<file path="src/rtl/home_event_arbiter.sv">
// Purpose : debounce home sensors, latch pending events, grant one at a time (fire preempts, others round-robin).
// Latency : raw change -> grant_valid after DEB_CYC+1 edges; preempt -> fire grant 3 edges after fire pends.
// Backpressure: a grant is held until acked after HOLD_CYC cycles, or force-released after TIMEOUT_CYC cycles.
//
// Ports:
//   Clk, Rst            rising-edge clock, asynchronous active-low reset
//   SFD, SRD, SW, SFA   front door, rear door, window, fire sensors (levels)
//   ST                  7-bit unsigned temperature, out-of-band is an event source
//   ack                 controller accepted the granted event (ignored while grant_valid=0)
//   grant, grant_valid  one-hot grant [0]front [1]rear [2]window [3]temp [4]fire
//   svc_code            0 idle, 1 front, 2 rear, 3 window, 4 fire, 5 temp
//   pending             latched pending events, same bit order as grant
//   timeout_err         one-cycle pulse on forced release
module home_event_arbiter #(
  parameter int         HOLD_CYC    = 8,
  parameter int         TIMEOUT_CYC = 255,
  parameter int         DEB_CYC     = 3,
  parameter logic [6:0] T_LOW       = 7'd50,
  parameter logic [6:0] T_HIGH      = 7'd85
) (
  input  logic       Clk,
  input  logic       Rst,
  input  logic       SFD,
  input  logic       SRD,
  input  logic       SW,
  input  logic       SFA,
  input  logic [6:0] ST,
  input  logic       ack,
  output logic [4:0] grant,
  output logic       grant_valid,
  output logic [2:0] svc_code,
  output logic [4:0] pending,
  output logic       timeout_err
);

  localparam int DW = (DEB_CYC > 1) ? $clog2(DEB_CYC) : 1;
  localparam int HW = $clog2(HOLD_CYC + 1);
  localparam int TW = $clog2(TIMEOUT_CYC + 1);

  localparam logic [DW-1:0] DEB_LAST = DW'(DEB_CYC - 1);
  localparam logic [HW-1:0] HOLD_V   = HW'(HOLD_CYC);
  localparam logic [TW-1:0] TO_V     = TW'(TIMEOUT_CYC);

  localparam logic [2:0] IDX_FIRE = 3'd4;

  typedef enum logic [1:0] {
    S_IDLE    = 2'd0,
    S_GRANT   = 2'd1,
    S_RELEASE = 2'd2
  } state_t;

  // ------------------------------------------------------------------
  // Debounce: five sources in grant bit order
  // ------------------------------------------------------------------
  logic          temp_oob;
  logic [4:0]    raw;
  logic [4:0]    deb;
  logic [4:0]    deb_d;
  logic [4:0]    rise;
  logic [DW-1:0] deb_cnt [5];

  assign temp_oob = (ST < T_LOW) || (ST > T_HIGH);
  assign raw      = {SFA, temp_oob, SW, SRD, SFD};

  // The counter tracks consecutive samples that disagree with the
  // debounced value; a single agreeing sample restarts the count.
  always_ff @(posedge Clk or negedge Rst) begin
    if (!Rst) begin
      deb   <= '0;
      deb_d <= '0;
      for (int i = 0; i < 5; i++) deb_cnt[i] <= '0;
    end else begin
      deb_d <= deb;
      for (int i = 0; i < 5; i++) begin
        if (raw[i] == deb[i]) begin
          deb_cnt[i] <= '0;
        end else if (deb_cnt[i] == DEB_LAST) begin
          deb[i]     <= raw[i];
          deb_cnt[i] <= '0;
        end else begin
          deb_cnt[i] <= deb_cnt[i] + DW'(1);
        end
      end
    end
  end

  // Rising edge of a debounced output, one edge after it changes.
  assign rise = deb & ~deb_d;

  // ------------------------------------------------------------------
  // Winner selection from registered pending and pointer
  // ------------------------------------------------------------------
  state_t     state;
  logic [1:0] ptr;
  logic       win_found;
  logic [2:0] win_idx;
  logic [1:0] rr_idx;

  always_comb begin
    win_found = 1'b0;
    win_idx   = IDX_FIRE;
    rr_idx    = 2'd0;
    if (pending[4]) begin
      win_found = 1'b1;
      win_idx   = IDX_FIRE;
    end else begin
      for (int k = 0; k < 4; k++) begin
        rr_idx = ptr + 2'(k);
        if (!win_found && pending[rr_idx]) begin
          win_found = 1'b1;
          win_idx   = {1'b0, rr_idx};
        end
      end
    end
  end

  function automatic logic [2:0] svc_of(input logic [2:0] idx);
    case (idx)
      3'd0:    svc_of = 3'd1;
      3'd1:    svc_of = 3'd2;
      3'd2:    svc_of = 3'd3;
      3'd3:    svc_of = 3'd5;
      3'd4:    svc_of = 3'd4;
      default: svc_of = 3'd0;
    endcase
  endfunction

  // ------------------------------------------------------------------
  // Grant state machine
  // ------------------------------------------------------------------
  logic [HW-1:0] hold_cnt;
  logic [TW-1:0] to_cnt;
  logic [HW-1:0] hold_nxt;
  logic [TW-1:0] to_nxt;
  logic          ack_seen;
  logic          ack_any;
  logic          preempted;
  logic [2:0]    served_idx;
  logic [4:0]    rel_clr;

  assign hold_nxt = (hold_cnt == HOLD_V) ? hold_cnt : hold_cnt + HW'(1);
  assign to_nxt   = (to_cnt == TO_V) ? to_cnt : to_cnt + TW'(1);

  // An ack on the deciding cycle counts, so a late ack exits without
  // waiting one more cycle.
  assign ack_any = ack_seen | ack;

  // A preempted grant keeps its pending bit; acked or timed-out grants
  // drop theirs on the way out of RELEASE.
  assign rel_clr = (state == S_RELEASE && !preempted) ? (5'b00001 << served_idx) : 5'b00000;

  always_ff @(posedge Clk or negedge Rst) begin
    if (!Rst) begin
      state       <= S_IDLE;
      grant       <= '0;
      grant_valid <= 1'b0;
      svc_code    <= '0;
      pending     <= '0;
      timeout_err <= 1'b0;
      hold_cnt    <= '0;
      to_cnt      <= '0;
      ack_seen    <= 1'b0;
      preempted   <= 1'b0;
      served_idx  <= '0;
      ptr         <= '0;
    end else begin
      // New rising edges win over a same-cycle clear.
      pending     <= (pending & ~rel_clr) | rise;
      timeout_err <= 1'b0;

      case (state)
        S_IDLE: begin
          if (win_found) begin
            grant       <= 5'b00001 << win_idx;
            grant_valid <= 1'b1;
            svc_code    <= svc_of(win_idx);
            served_idx  <= win_idx;
            hold_cnt    <= '0;
            to_cnt      <= '0;
            ack_seen    <= 1'b0;
            preempted   <= 1'b0;
            state       <= S_GRANT;
          end
        end

        S_GRANT: begin
          hold_cnt <= hold_nxt;
          to_cnt   <= to_nxt;
          if (ack) ack_seen <= 1'b1;

          if (pending[4] && served_idx != IDX_FIRE) begin
            preempted   <= 1'b1;
            grant       <= '0;
            grant_valid <= 1'b0;
            svc_code    <= '0;
            state       <= S_RELEASE;
          end else if (ack_any && hold_nxt >= HOLD_V) begin
            grant       <= '0;
            grant_valid <= 1'b0;
            svc_code    <= '0;
            state       <= S_RELEASE;
          end else if (!ack_any && to_nxt == TO_V) begin
            grant       <= '0;
            grant_valid <= 1'b0;
            svc_code    <= '0;
            timeout_err <= 1'b1;
            state       <= S_RELEASE;
          end
        end

        S_RELEASE: begin
          // A preempted event was not served, so it keeps its turn.
          if (!preempted && served_idx != IDX_FIRE) begin
            ptr <= served_idx[1:0] + 2'd1;
          end
          state <= S_IDLE;
        end

        default: begin
          state <= S_IDLE;
        end
      endcase
    end
  end

endmodule

</file>
<file path="config.mk">
export PLATFORM = sky130hd
export DESIGN_NAME = home_event_arbiter
export DESIGN_NICKNAME = d
export VERILOG_FILES = /design/src/rtl/home_event_arbiter.sv
export SDC_FILE = /design/constraint.sdc
export NUM_CORES = 1
export LEC_CHECK = 0
export ABC_AREA = 1
export ABC_CLOCK_PERIOD_IN_PS = 2160
export BUFFER_PORTS_ARGS = -buffer_cell sky130_fd_sc_hd__buf_4
export CAP_MARGIN = 20
export CELL_PAD_IN_SITES_DETAIL_PLACEMENT = 0
export CELL_PAD_IN_SITES_GLOBAL_PLACEMENT = 2
export CORE_ASPECT_RATIO = 1.5
export CORE_UTILIZATION = 35
export DETAILED_ROUTE_END_ITERATION = 8
export GPL_TIMING_DRIVEN = 1
export PLACE_DENSITY = 0.88
export SYNTH_ARGS = -nofsm -noshare
export SYNTH_HDL_FRONTEND = slang
export SYNTH_SLANG_ARGS = --single-unit
</file>
<file path="constraint.sdc">
create_clock -name Clk -period 2.16 [get_ports Clk]
set_clock_uncertainty 0.05 [all_clocks]
set_input_delay 0.432 -clock Clk [delete_from_list [all_inputs] [get_ports Clk]]
set_output_delay 0.432 -clock Clk [all_outputs]
set_load 0.05 [all_outputs]
</file>
==> results.json <==
{
  "overflow": 0,
  "synth_seq_cells": 56,
  "clk_path_buf_depth": 2,
  "synth_cells": 345,
  "worst_slew_pin_slew_ps": 706.0,
  "ys.flop_type": "dfrtp_1",
  "layout_setup_ws_ps": 230.7,
  "maxCapViolCount": 0,
  "cpMostUsedCell": "nand2_4",
  "synth_cell_types": 31,
  "synthesis.area_um2": 2854,
  "layout-drive-gt1-share": 0.1557,
  "routabilityCongestion": 0.7668,
  "leakagePower_nw": 1.732,
  "preCtsSetupSlack_ps": 244.0,
  "antenna_cells": 0,
  "critical_path_class": "flip-flop to flip-flop",
  "timing.fmax_mhz": 518.3,
  "vdd_drop_max_v": 0.0005405,
  "crit_path_start_kind": "flip-flop",
  "clkPwrFrac": 0.189,
  "path_max_fanout": 9,
  "synth_fa_ha_area_frac": 0.03069,
  "die_width_um": 75.73,
  "drc": 0,
  "antenna_left": 0,
  "slew-limit-headroom": 0.5294,
  "critPathMaxStageDelay_ps": 600,
  "cell_internal_pwr_mw": 2.412,
  "cp.arrival_ps": 2110,
  "p_sw_frac": 0.4449,
  "slowest_stage": "dfrtp_1",
  "synthMuxAreaShare": 0,
  "power_density_nw_per_um2": 1305,
  "power_frac_comb": 0.428,
  "cp_cell_sequence": "nand2_1 > nand3_1 > and2_1 > nand4_4 > nand2_4 > nand2_4 > nand2_4 > nand2_1 > nand3_1",
  "reg2reg_slack_ps": 230,
  "die_h_um": 112.6,
  "r2r-end": "svc_code[1]",
  "wl_per_cell_um": 11.92,
  "startpoint": "ptr[0]",
  "core_um2": 7958,
  "async_flop_share": 1.000,
  "r2r_cells": 9,
  "dr.first_iter.drc_count": 98,
  "finalCoreUtilization": 0.4182,
  "pwr-share-seq": 0.382,
  "cts_tree": "built",
  "hold_class": "input port to async pin",
  "antenna_found_initial": 0,
  "nFillCells": 804,
  "synth_top_area_frac": 0.4910,
  "yosys.area_share.xor_xnor": 0.02455,
  "initial_core_util": 0.3586,
  "slew_viol_final": 0,
  "crit_end": "svc_code[1]",
  "final_common_cell": "nand2_1",
  "synth_area_per_cell_um2": 8.272,
  "wl_mm": 5.770,
  "cts-resized-gates": 0,
  "syn_nets": 366,
  "yosys.area_share.simple": 0.2990,
  "io_pins": 29,
  "endpoint_kind": "flip-flop",
  "hpwl_mm": 4.356,
  "cts_hold_buffers": 0,
  "port_buffers": 27,
  "finalNonFillerCells": 484,
  "grt_start_max_net_pins": 57,
  "dp.cells": 476,
  "min_period_over_period": 0.8932,
  "firstDrtPassIters": 4,
  "period_needed_ps": 1929,
  "finalSetupViolCount": 0,
  "synth-edff-count": 0,
  "hold_viol_final": 0,
  "dieArea_um2": 8527,
  "status": "finished, final reports clean",
  "clock_latency_ps": 290,
  "yosys-top-cells-area": "dfrtp_1 (49%), nand2_1 (12%), inv_1 (6.4%), nand3_1 (6.1%), o21ai_0 (4.0%)",
  "register_area_um2": 1401,
  "grt_pass1_wl_mm": 10.16,
  "cts_sinks": 56,
  "cts_root_buffer": "clkbuf_16",
  "r2r_start": "ptr[0]",
  "p_sw_mw": 1.933,
  "fp-row-count": 40,
  "fin_nets": 399,
  "synth_top_family_by_area": "simple AND/OR/NAND/NOR gates",
  "p_total_mw": 4.344,
  "multi_input_area_um2": 1227,
  "required_ps": 2340,
  "synth-compound-area-share": 0.07584,
  "post_cts.repair.setup_buffers": 0,
  "cts_buffers": 5,
  "htree_levels": 2,
  "grt_pass1_vias": 2287,
  "route.vias.total": 2268,
  "tns_ps": 0,
  "grt_usage": 0.1557,
  "yosysTopAreaCell": "dfrtp_1",
  "mostFrequentLayoutCells": "nand2_1 (94), dfrtp_1 (56), inv_1 (49)",
  "cts.clk_slew.worst_paths_ps": 80,
  "via_per_inst": 4.686,
  "rsz0062_at_grt": "false",
  "synth_warnings": 0,
  "ys_seq_area_frac": 0.4910,
  "synthToLayoutAreaGrowth_pct": 16.62
}
[state kept, by name, summed over array words and instances, names as in the netlist, 2 cells and up]
| signal | flops |
|---|---|
| ptr | 2 |
| deb | 5 |
| grant | 5 |
| served_idx | 3 |
| to_cnt | 8 |
| deb_d | 5 |
| hold_cnt | 4 |
| state | 2 |
| pending | 5 |
| deb_cnt | 10 |
| svc_code | 3 |
[per-stage QoR]
step | instance area [um2] | hold slack (ps)
after floorplan | 2854 | 86.41
after global placement | 3181 | 351.3
after detailed placement | 3181 | 361.0
after CTS | 3328 | 173.0
after global routing | 3328 | 207.6
final | 3328 | 133.0
[metal layers]
| layer | share of wire | global-route usage | vias to the layer above |
|---|---|---|---|
| li1 | - | - | 1172 |
| met3 | 0.017 | 0.02424 | 5 |
| met2 | 0.54 | 0.2833 | 18 |
| met5 | 0 | 0 | - |
| met4 | 0.013 | 0.04938 | 0 |
| met1 | 0.43 | 0.1801 | 1073 |
[worst max-delay path: cells and delay by family, from the launching register on]
| family | cells | cell delay, ps |
|---|---|---|
| and+or+nand+nor | 9 | 1200 |
| DFF | 1 | 600 |
[logic make-up (layout without fill, tap and decap cells)]
logic type	count (synthesis)	in the layout
AND/OR/NAND/NOR	180	180
flip-flops	56	56
buffers and inverters	55	89
AO/OA/AOI/OAI	39	39
XOR/XNOR	8	8
adder cells (fa/ha/maj)	7	7
[power groups by stage]
stage,Clock (mW),Combinational [mW],Sequential (mW)
after global placement,0,1.86,1.67
after floorplan,0,1.25,1.83
after CTS,0.849,1.90,1.66
after detailed placement,0,1.89,1.68
after global routing,0.876,2.12,1.72
final,0.822,1.86,1.66
[worst min path at each step]
stage | startpoint | slack, ps | to
2_1_floorplan | Rst | 90 | ack_seen
5_1_grt | Rst | 210 | grant[2]
3_3_place_gp | deb[2] | 350 | deb_d[2]
3_5_place_dp | deb[2] | 360 | deb_d[2]
4_1_cts | Rst | 170 | deb[4]
6_report | Rst | 130 | deb_cnt[1]
[cell usage after synthesis, types with 2 or more instances]
library cell	instances
o211ai_1	2
nand2_4	5
xor2_1	2
nor3_1	14
o21ai_1	2
nor2_2	2
o22ai_1	4
o21ai_0	23
nand2_2	10
dfrtp_1	56
nand3_1	35
ha_1	7
nand4_1	4
inv_1	49
inv_2	2
a21oi_1	4
xnor2_1	6
nor2_1	12
nand2_1	94
[area by class of cell]
| type | instances | share of cell area |
|---|---|---|
| Clock buffer | 5 | 0.03759 |
| Clock inverter | 3 | 0.006767 |
| Inverter | 52 | 0.06090 |
| Multi-Input combinational cell | 234 | 0.3688 |
| Sequential cell | 56 | 0.4211 |
| Tap cell | 105 | 0.03947 |
| Timing Repair Buffer | 29 | 0.06541 |
No activity file was read; power rests on OpenSTA's default activity.
